===== config.mk =====
export PLATFORM = sky130hd
export DESIGN_NAME = seg7_scan_driver
export DESIGN_NICKNAME = d
export VERILOG_FILES = /design/src/rtl/seg7_pkg.sv /design/src/rtl/seg7_hex_decode.sv /design/src/rtl/seg7_scan_driver.sv
export SDC_FILE = /design/constraint.sdc
export NUM_CORES = 1
export LEC_CHECK = 0
export ABC_AREA = 1
export CAP_MARGIN = 20
export CORE_UTILIZATION = 35
export DETAILED_ROUTE_END_ITERATION = 6
export PLACE_DENSITY_LB_ADDON = 0.05
export SLEW_MARGIN = 10
export SYNTH_ARGS = -nofsm -noshare
export SYNTH_HDL_FRONTEND = slang
export SYNTH_SLANG_ARGS = --single-unit

===== constraint.sdc =====
create_clock -name clk -period 2.5 [get_ports clk]
set_input_delay 0.5 -clock clk [delete_from_list [all_inputs] [get_ports clk]]
set_output_delay 0.5 -clock clk [all_outputs]
set_load 0.005 [all_outputs]

===== src/rtl/seg7_pkg.sv =====
// Shared segment types and patterns for the seg7 scan driver.
// Segment order is {g,f,e,d,c,b,a}, active low.
package seg7_pkg;

    typedef logic [6:0] seg_t;
    typedef logic [3:0] nibble_t;

    localparam seg_t SEG_0     = 7'b1000000;
    localparam seg_t SEG_1     = 7'b1111001;
    localparam seg_t SEG_2     = 7'b0100100;
    localparam seg_t SEG_3     = 7'b0110000;
    localparam seg_t SEG_4     = 7'b0011001;
    localparam seg_t SEG_5     = 7'b0010010;
    localparam seg_t SEG_6     = 7'b0000010;
    localparam seg_t SEG_7     = 7'b1111000;
    localparam seg_t SEG_8     = 7'b0000000;
    localparam seg_t SEG_9     = 7'b0010000;
    localparam seg_t SEG_A     = 7'b0001000;
    localparam seg_t SEG_B     = 7'b0000011;
    localparam seg_t SEG_C     = 7'b1000110;
    localparam seg_t SEG_D     = 7'b0100001;
    localparam seg_t SEG_E     = 7'b0000110;
    localparam seg_t SEG_F     = 7'b0001110;
    localparam seg_t SEG_BLANK = 7'b1111111;

endpackage


===== src/rtl/seg7_hex_decode.sv =====
// Nibble to active-low segment pattern.
// Letters A-F decode only when SEG7_HEX_EN is defined; otherwise dark.
module seg7_hex_decode
    import seg7_pkg::*;
(
    input  nibble_t i_nib,
    output seg_t    o_seg
);

    always_comb begin
        o_seg = SEG_BLANK;
        unique case (i_nib)
            4'h0: o_seg = SEG_0;
            4'h1: o_seg = SEG_1;
            4'h2: o_seg = SEG_2;
            4'h3: o_seg = SEG_3;
            4'h4: o_seg = SEG_4;
            4'h5: o_seg = SEG_5;
            4'h6: o_seg = SEG_6;
            4'h7: o_seg = SEG_7;
            4'h8: o_seg = SEG_8;
            4'h9: o_seg = SEG_9;
`ifdef SEG7_HEX_EN
            4'hA: o_seg = SEG_A;
            4'hB: o_seg = SEG_B;
            4'hC: o_seg = SEG_C;
            4'hD: o_seg = SEG_D;
            4'hE: o_seg = SEG_E;
            4'hF: o_seg = SEG_F;
`endif
            default: o_seg = SEG_BLANK;
        endcase
    end

endmodule


===== src/rtl/seg7_scan_driver.sv =====
// Multiplexed 7-segment scan driver with tear-free double buffering.
// Define SEG7_HEX_EN to show A-F; otherwise those digits stay dark.
module seg7_scan_driver
    import seg7_pkg::*;
#(
    parameter int DIGITS   = 8,
    parameter int SCAN_DIV = 100000
)(
    input  logic                clk,
    input  logic                rst_n,
    input  logic                i_load,
    input  logic [4*DIGITS-1:0] i_data,
    input  logic [DIGITS-1:0]   i_blank,
    output seg_t                o_seg,
    output logic [DIGITS-1:0]   o_an,
    output logic                o_pending,
    output logic                o_frame
);

    localparam int IW = (DIGITS > 1) ? $clog2(DIGITS) : 1;
    localparam int DW = (SCAN_DIV > 1) ? $clog2(SCAN_DIV) : 1;

    logic [DW-1:0]       div_q, div_d;
    logic [IW-1:0]       idx_q, idx_d;
    logic [4*DIGITS-1:0] shd_data_q, shd_data_d;
    logic [DIGITS-1:0]   shd_blank_q, shd_blank_d;
    logic [4*DIGITS-1:0] dsp_data_q, dsp_data_d;
    logic [DIGITS-1:0]   dsp_blank_q, dsp_blank_d;
    logic                pend_q, pend_d;
    seg_t                seg_q, seg_d;
    logic [DIGITS-1:0]   an_q, an_d;

    logic    tc;
    logic    last;
    logic    frame;
    nibble_t cur_nib;
    logic    cur_blank;
    seg_t    dec_seg;

    seg7_hex_decode u_dec (
        .i_nib (cur_nib),
        .o_seg (dec_seg)
    );

    always_comb begin
        tc    = (div_q == DW'(SCAN_DIV - 1));
        last  = (idx_q == IW'(DIGITS - 1));
        frame = tc && last;

        div_d = tc ? '0 : div_q + 1'b1;
        idx_d = idx_q;
        if (tc) begin
            idx_d = last ? '0 : idx_q + 1'b1;
        end
    end

    // Boundary copy uses the old shadow, so a colliding load
    // lands in the shadow and keeps pending set.
    always_comb begin
        shd_data_d  = shd_data_q;
        shd_blank_d = shd_blank_q;
        dsp_data_d  = dsp_data_q;
        dsp_blank_d = dsp_blank_q;
        pend_d      = pend_q;
        if (frame) begin
            dsp_data_d  = shd_data_q;
            dsp_blank_d = shd_blank_q;
            pend_d      = 1'b0;
        end
        if (i_load) begin
            shd_data_d  = i_data;
            shd_blank_d = i_blank;
            pend_d      = 1'b1;
        end
    end

    always_comb begin
        cur_nib   = nibble_t'(dsp_data_q >> {idx_q, 2'b00});
        cur_blank = |(dsp_blank_q & (DIGITS'(1) << idx_q));
        seg_d     = cur_blank ? SEG_BLANK : dec_seg;
        an_d      = cur_blank ? '1 : ~(DIGITS'(1) << idx_q);
    end

    always_ff @(posedge clk) begin
        if (!rst_n) begin
            div_q       <= '0;
            idx_q       <= '0;
            shd_data_q  <= '0;
            shd_blank_q <= '1;
            dsp_data_q  <= '0;
            dsp_blank_q <= '1;
            pend_q      <= 1'b0;
            seg_q       <= SEG_BLANK;
            an_q        <= '1;
        end else begin
            div_q       <= div_d;
            idx_q       <= idx_d;
            shd_data_q  <= shd_data_d;
            shd_blank_q <= shd_blank_d;
            dsp_data_q  <= dsp_data_d;
            dsp_blank_q <= dsp_blank_d;
            pend_q      <= pend_d;
            seg_q       <= seg_d;
            an_q        <= an_d;
        end
    end

    assign o_seg     = seg_q;
    assign o_an      = an_q;
    assign o_pending = pend_q;
    assign o_frame   = frame;

endmodule


# Yosys cells after proc, flatten, opt, wreduce, memory -nomap -nowiden
# Memories as Yosys holds them, arrays and structs flattened. A register that Yosys moved wholly into a read port is not among the register bits.
# Index checks and enable logic that the tools add are counted.
[op_classes] n_addsub=2 n_eq_ne=2 shifts=2 n_mux=3 bitwise=3 n_reduce_logical=4
[ops] op="$shr A32 B5 Y4" count=1
[ops] op="$add A17 B1 Y17 const B" count=1
[ops] op="$eq A17 B17 Y1 const B" count=1
[ops] op="$reduce_or A9 Y1" count=1
[ops] op="$and A8 B8 Y8" count=1
[ops] op="$not A8 Y8" count=1
[ops] op="$shl A1 B3 Y8 const A" count=1
[ops] op="$add A3 B1 Y3 const B" count=1
[ops] op="$eq A3 B3 Y1 const B" count=1
[ops] op="$mux W3" count=1
[ops] op="$mux W1" count=2
[ops] op="$reduce_bool A2 Y1" count=1
[ops] op="$reduce_or A2 Y1" count=1
[ops] op="$logic_and A1 B1 Y1" count=1
[ops] op="$not A1 Y1" count=1
[word_totals] regBits=109 romBits=112 in_bits=43 out_inout_bits=17 elab_cells=25 memories=1
[mem_list] name="(no name shown)" depth=16 width=7 read_ports=1 rd_clocked_by_memory_dff=1 wr=0 line_no="seg7_hex_decode.sv:12" text="unique case (i_nib)"

# Logic depth before layout (Yosys ltp)
[logic_depth] depth_word=4 mapped_depth=12 ltp_nobuf=11

# By module
# Synthesis repeated with hierarchy kept, for this count alone.
[hier_totals] hier_cells=701 area_unflattened_um2=4988.5
[modules_own_cells] module="seg7_scan_driver" instances=1 cells_each=666 area_each_um2=4800.9 seq_area_each_um2=2322.2
[modules_own_cells] module="seg7_hex_decode" instances=1 cells_each=35 area_each_um2=187.7 seq_area_each_um2=0.0

# Worst setup path before layout
# OpenSTA, ideal clock, no wires.
[synth_timing] kind="register to output" start="register idx_q[0]" end="output o_frame" arrival_ps=1330 required_time_ps=2000 slack_ps=670 stages_incl_launch_ff=5 n_path_buf=0 path_cell_list="dfxtp_1 > ha_1 > ha_1 > clkinv_1 > nor3_4"
[synth_via] elab_chain_len=2
[synth_rtl] element="start: declaration" line_no="seg7_scan_driver.sv:24" text="logic [IW-1:0] idx_q, idx_d;"
[synth_rtl] element="start signal: assignment" line_no="seg7_scan_driver.sv:97" text="idx_q <= idx_d;"
[synth_rtl] element="$eq A3 B3 Y1" line_no="seg7_scan_driver.sv:47" text="last = (idx_q == IW'(DIGITS - 1));"
[synth_rtl] element="$logic_and A1 B1 Y1" line_no="seg7_scan_driver.sv:48" text="frame = tc && last;"
[synth_rtl] element="end: declaration" line_no="seg7_scan_driver.sv:17" text="output logic o_frame"
# No other way between the ends.

# Worst setup path in the final report
[layout_timing] start="register div_q[0]" end="output o_frame"
[layout_via] elab_chain_len=2
[layout_rtl] element="start: declaration" line_no="seg7_scan_driver.sv:23" text="logic [DW-1:0] div_q, div_d;"
[layout_rtl] element="start signal: assignment" line_no="seg7_scan_driver.sv:96" text="div_q <= div_d;"
[layout_rtl] element="$eq A17 B17 Y1" line_no="seg7_scan_driver.sv:46" text="tc = (div_q == DW'(SCAN_DIV - 1));"
[layout_rtl] element="$logic_and A1 B1 Y1" line_no="seg7_scan_driver.sv:48"
# No other way between the ends.

==> impl_results.md <==
* Syn Nets at 757
* Die extent in x at 122.4 um
* Final period utilization at 0.8945
* Synth area leader: dfxtp_1
* Ratio of cells with drive above 1 in the final layout at 0.07143
* Nets at 813
* Unrepaired setup endpoints after global routing: false
* Layout area overhead at 24.97%
* Max Cap Viol at 0
* Slew Viols, Final at 0
* DRT Wirelength at 12.23 mm
* Global-route wire length before repair at 21.07 mm
* Global route total overflow at 0
* Setup slack at placement at 0.3592 ns
* Clk sink count at 116
* Core area at 13990 um2
* VDD IR max at 0.4777 mV
* Initial antenna violation count at 0
* Via count at 4415
* Sequential area share after synthesis at 0.4579
* Vias in the first global route at 4400
* Count leader, synth: nand2_1
* PwrDens at 668.0 nW/um2
* Die area at 14970 um2
* Top cells by count, synth: 177 x nand2_1, 116 x dfxtp_1, 93 x nor2_1, 69 x inv_1, 66 x nand3_1
* Worst setup SP type: register
* Max Buffers Root-to-Sink at 2
* Crit-path max FO at 3
* Sum of negative setup slack at 0 ns
* Hold crit path type: register to register
* Clock transition at path regs at 0.05 ns
* Highest clock rate at 447.2 MHz
* Primary FF master, synth: dfxtp_1
* Count of cell types in the netlist at 35
* Crit path DAT at 1.74 ns
* CTS H-tree depth at 4
* Synth warn at 0
* # rows at 43
* Seq cells post-synth at 116
* Detailed placer's ending HPWL at 8.395 mm
* Setup CP Type: register to output pin
* Die height at 122.4 um
* Initial core utilization at 0.3625
* Buffers added on ports at 59
* I/O pin cnt at 60
* Slew headroom at 0.6333
* Root buf cell: clkbuf_16
* Setup violators final at 0
* Critical Path RT at 2.00 ns
* Tmin final at 2.236 ns
* CTS tree: built
* Placer Congestion at 0.7933
* Ant. Diodes at 0
* Drt first pass iters at 6
* Lkg Pwr at 2.808 nW
* Non-filler cells, final at 950
* Syn Inst Count at 702
* Detail Route Antenna Nets at 0
* Status: complete, no violations
* DRC viols at 0
* PnR Total Power at 0.004233 W
* CP endpoint kind: output pin
* Syn Area/Cell at 7.224 um2
* Gr usage total at 0.1809
* Initial DRC count at 184
* Insertion delay to the later sink of the worst-skew pair at 0.40 ns
* Placed insts at 917
* Largest net degree at the start of global routing at 58
* Post-synth ARST share at 0
* WL/cell at 12.88 um
* CTS Buf Count at 17
* Reg2reg path depth at 9
* Fin. Hold Viols at 0
* Worst slew pin tran at 0.5458 ns
* Area share of the largest cell type after synthesis at 0.4579
* Vias per inst at 4.647
* Clock skew at 0.009147 ns
* Mapped Area at 5071 um2
* Top cells by area, synth: dfxtp_1 46%, nand2_1 13%, nor2_1 6.9%
* Fin worst setup slack at 0.2639 ns
* WHS Path Cells at 1
* Post-synth EDFFs at 0
-- through the flow --
stage,cell area [um2],hold slack (ns),util
2_1_floorplan,5071,0.4175,-
3_3_place_gp,5799,0.4314,0.4146
3_5_place_dp,5799,0.4372,0.4146
4_1_cts,6337,0.4495,0.4530
5_1_grt,6337,0.4740,0.4530
6_report,6337,0.4457,0.4530
-- what timing repair did --
action / 4_1_cts / 5_1_grt
hold buffers: 0 / 0
hold endpoints to repair: 0 / 0
resized for setup: 1 / 0
setup endpoints to repair: 1 / 0
buffers inserted: 2 / 0
-- final timing paths --
check                start  endpoint  slack, ns
hold reg to reg   div_q[0]  div_q[0]       0.45
hold / removal    div_q[0]  div_q[0]       0.45
setup reg to reg  idx_q[1]  o_seg[5]       0.54
setup / recovery  div_q[0]   o_frame       0.26
-- power by group --
part	internal [W]	switching [W]	total (W)
Sequential	0.00190	0.0000259	0.00193
Clock	0.00135	0.000774	0.00213
Combinational	0.0000929	0.0000838	0.000177
Total	0.00335	0.000884	0.00423
-- cell usage in the layout, fill, tap and decap left out, types with 2 or more instances in the layout --
master / synthesis / routed
clkinv_2: 0 / 5
clkbuf_8: 0 / 4
ha_1: 12 / 12
nor3_1: 4 / 4
xor2_1: 8 / 8
dfxtp_1: 116 / 116
clkbuf_16: 0 / 17
nor2_2: 2 / 2
clkdlybuf4s50_1: 0 / 57
nor4_1: 32 / 32
a21oi_1: 23 / 23
clkbuf_1: 26 / 5
o211ai_1: 2 / 2
inv_2: 3 / 3
nand2_2: 2 / 2
buf_4: 0 / 16
nor2_1: 93 / 93
o21ai_0: 35 / 35
nand4_1: 5 / 5
nand2_1: 177 / 177
nand3_1: 66 / 66
inv_1: 69 / 69
-- layout make-up --
type / instances / area (um2)
Inverter: 73 / 274.0
Clock buffer: 26 / 499.2
Tap cell: 180 / 225.2
Multi-Input combinational cell: 475 / 2287
Timing Repair Buffer: 75 / 704.4
Clock inverter: 5 / 25.02
Fill cell: 1463 / 7651
Sequential cell: 116 / 2322
-- cells by family (layout without fill, tap and decap cells) --
logic type	after synthesis	in the layout	synth area share
AOI/OAI and AO/OA	65	65	0.06711
xor gates and xnor gates	9	9	0.01554
adders and majority gates	12	12	0.02961
buffers and inverters	111	179	0.09104
DFF	116	116	0.4579
and+or+nand+nor	389	389	0.3388
-- worst max-delay path: stages, from the launching register on --
cell and delay (ns):
dfxtp_1 0.35, ha_1 0.17, nand2_1 0.09, nor2_2 0.13, nand3_2 0.12, nor3_4 0.22, dlygate4sd2_1 0.25
-- flip-flops by register name, indices dropped and copies added, names as in the netlist --
name,count
o_an,8
shd_blank_q,8
o_seg,7
div_q,17
idx_q,3
dsp_data_q,32
shd_data_q,32
dsp_blank_q,8
o_pending,1
-- per-layer routing --
metal / GRT usage / vias to the layer above / share of wire
li1: - / 2361 / -
met1: 0.2337 / 1981 / 0.50
met2: 0.2963 / 65 / 0.46
met3: 0.04507 / 8 / 0.029
met4: 0.05259 / 0 / 0.0099
met5: 0 / - / 0
Power figures use the tool's default switching activity.
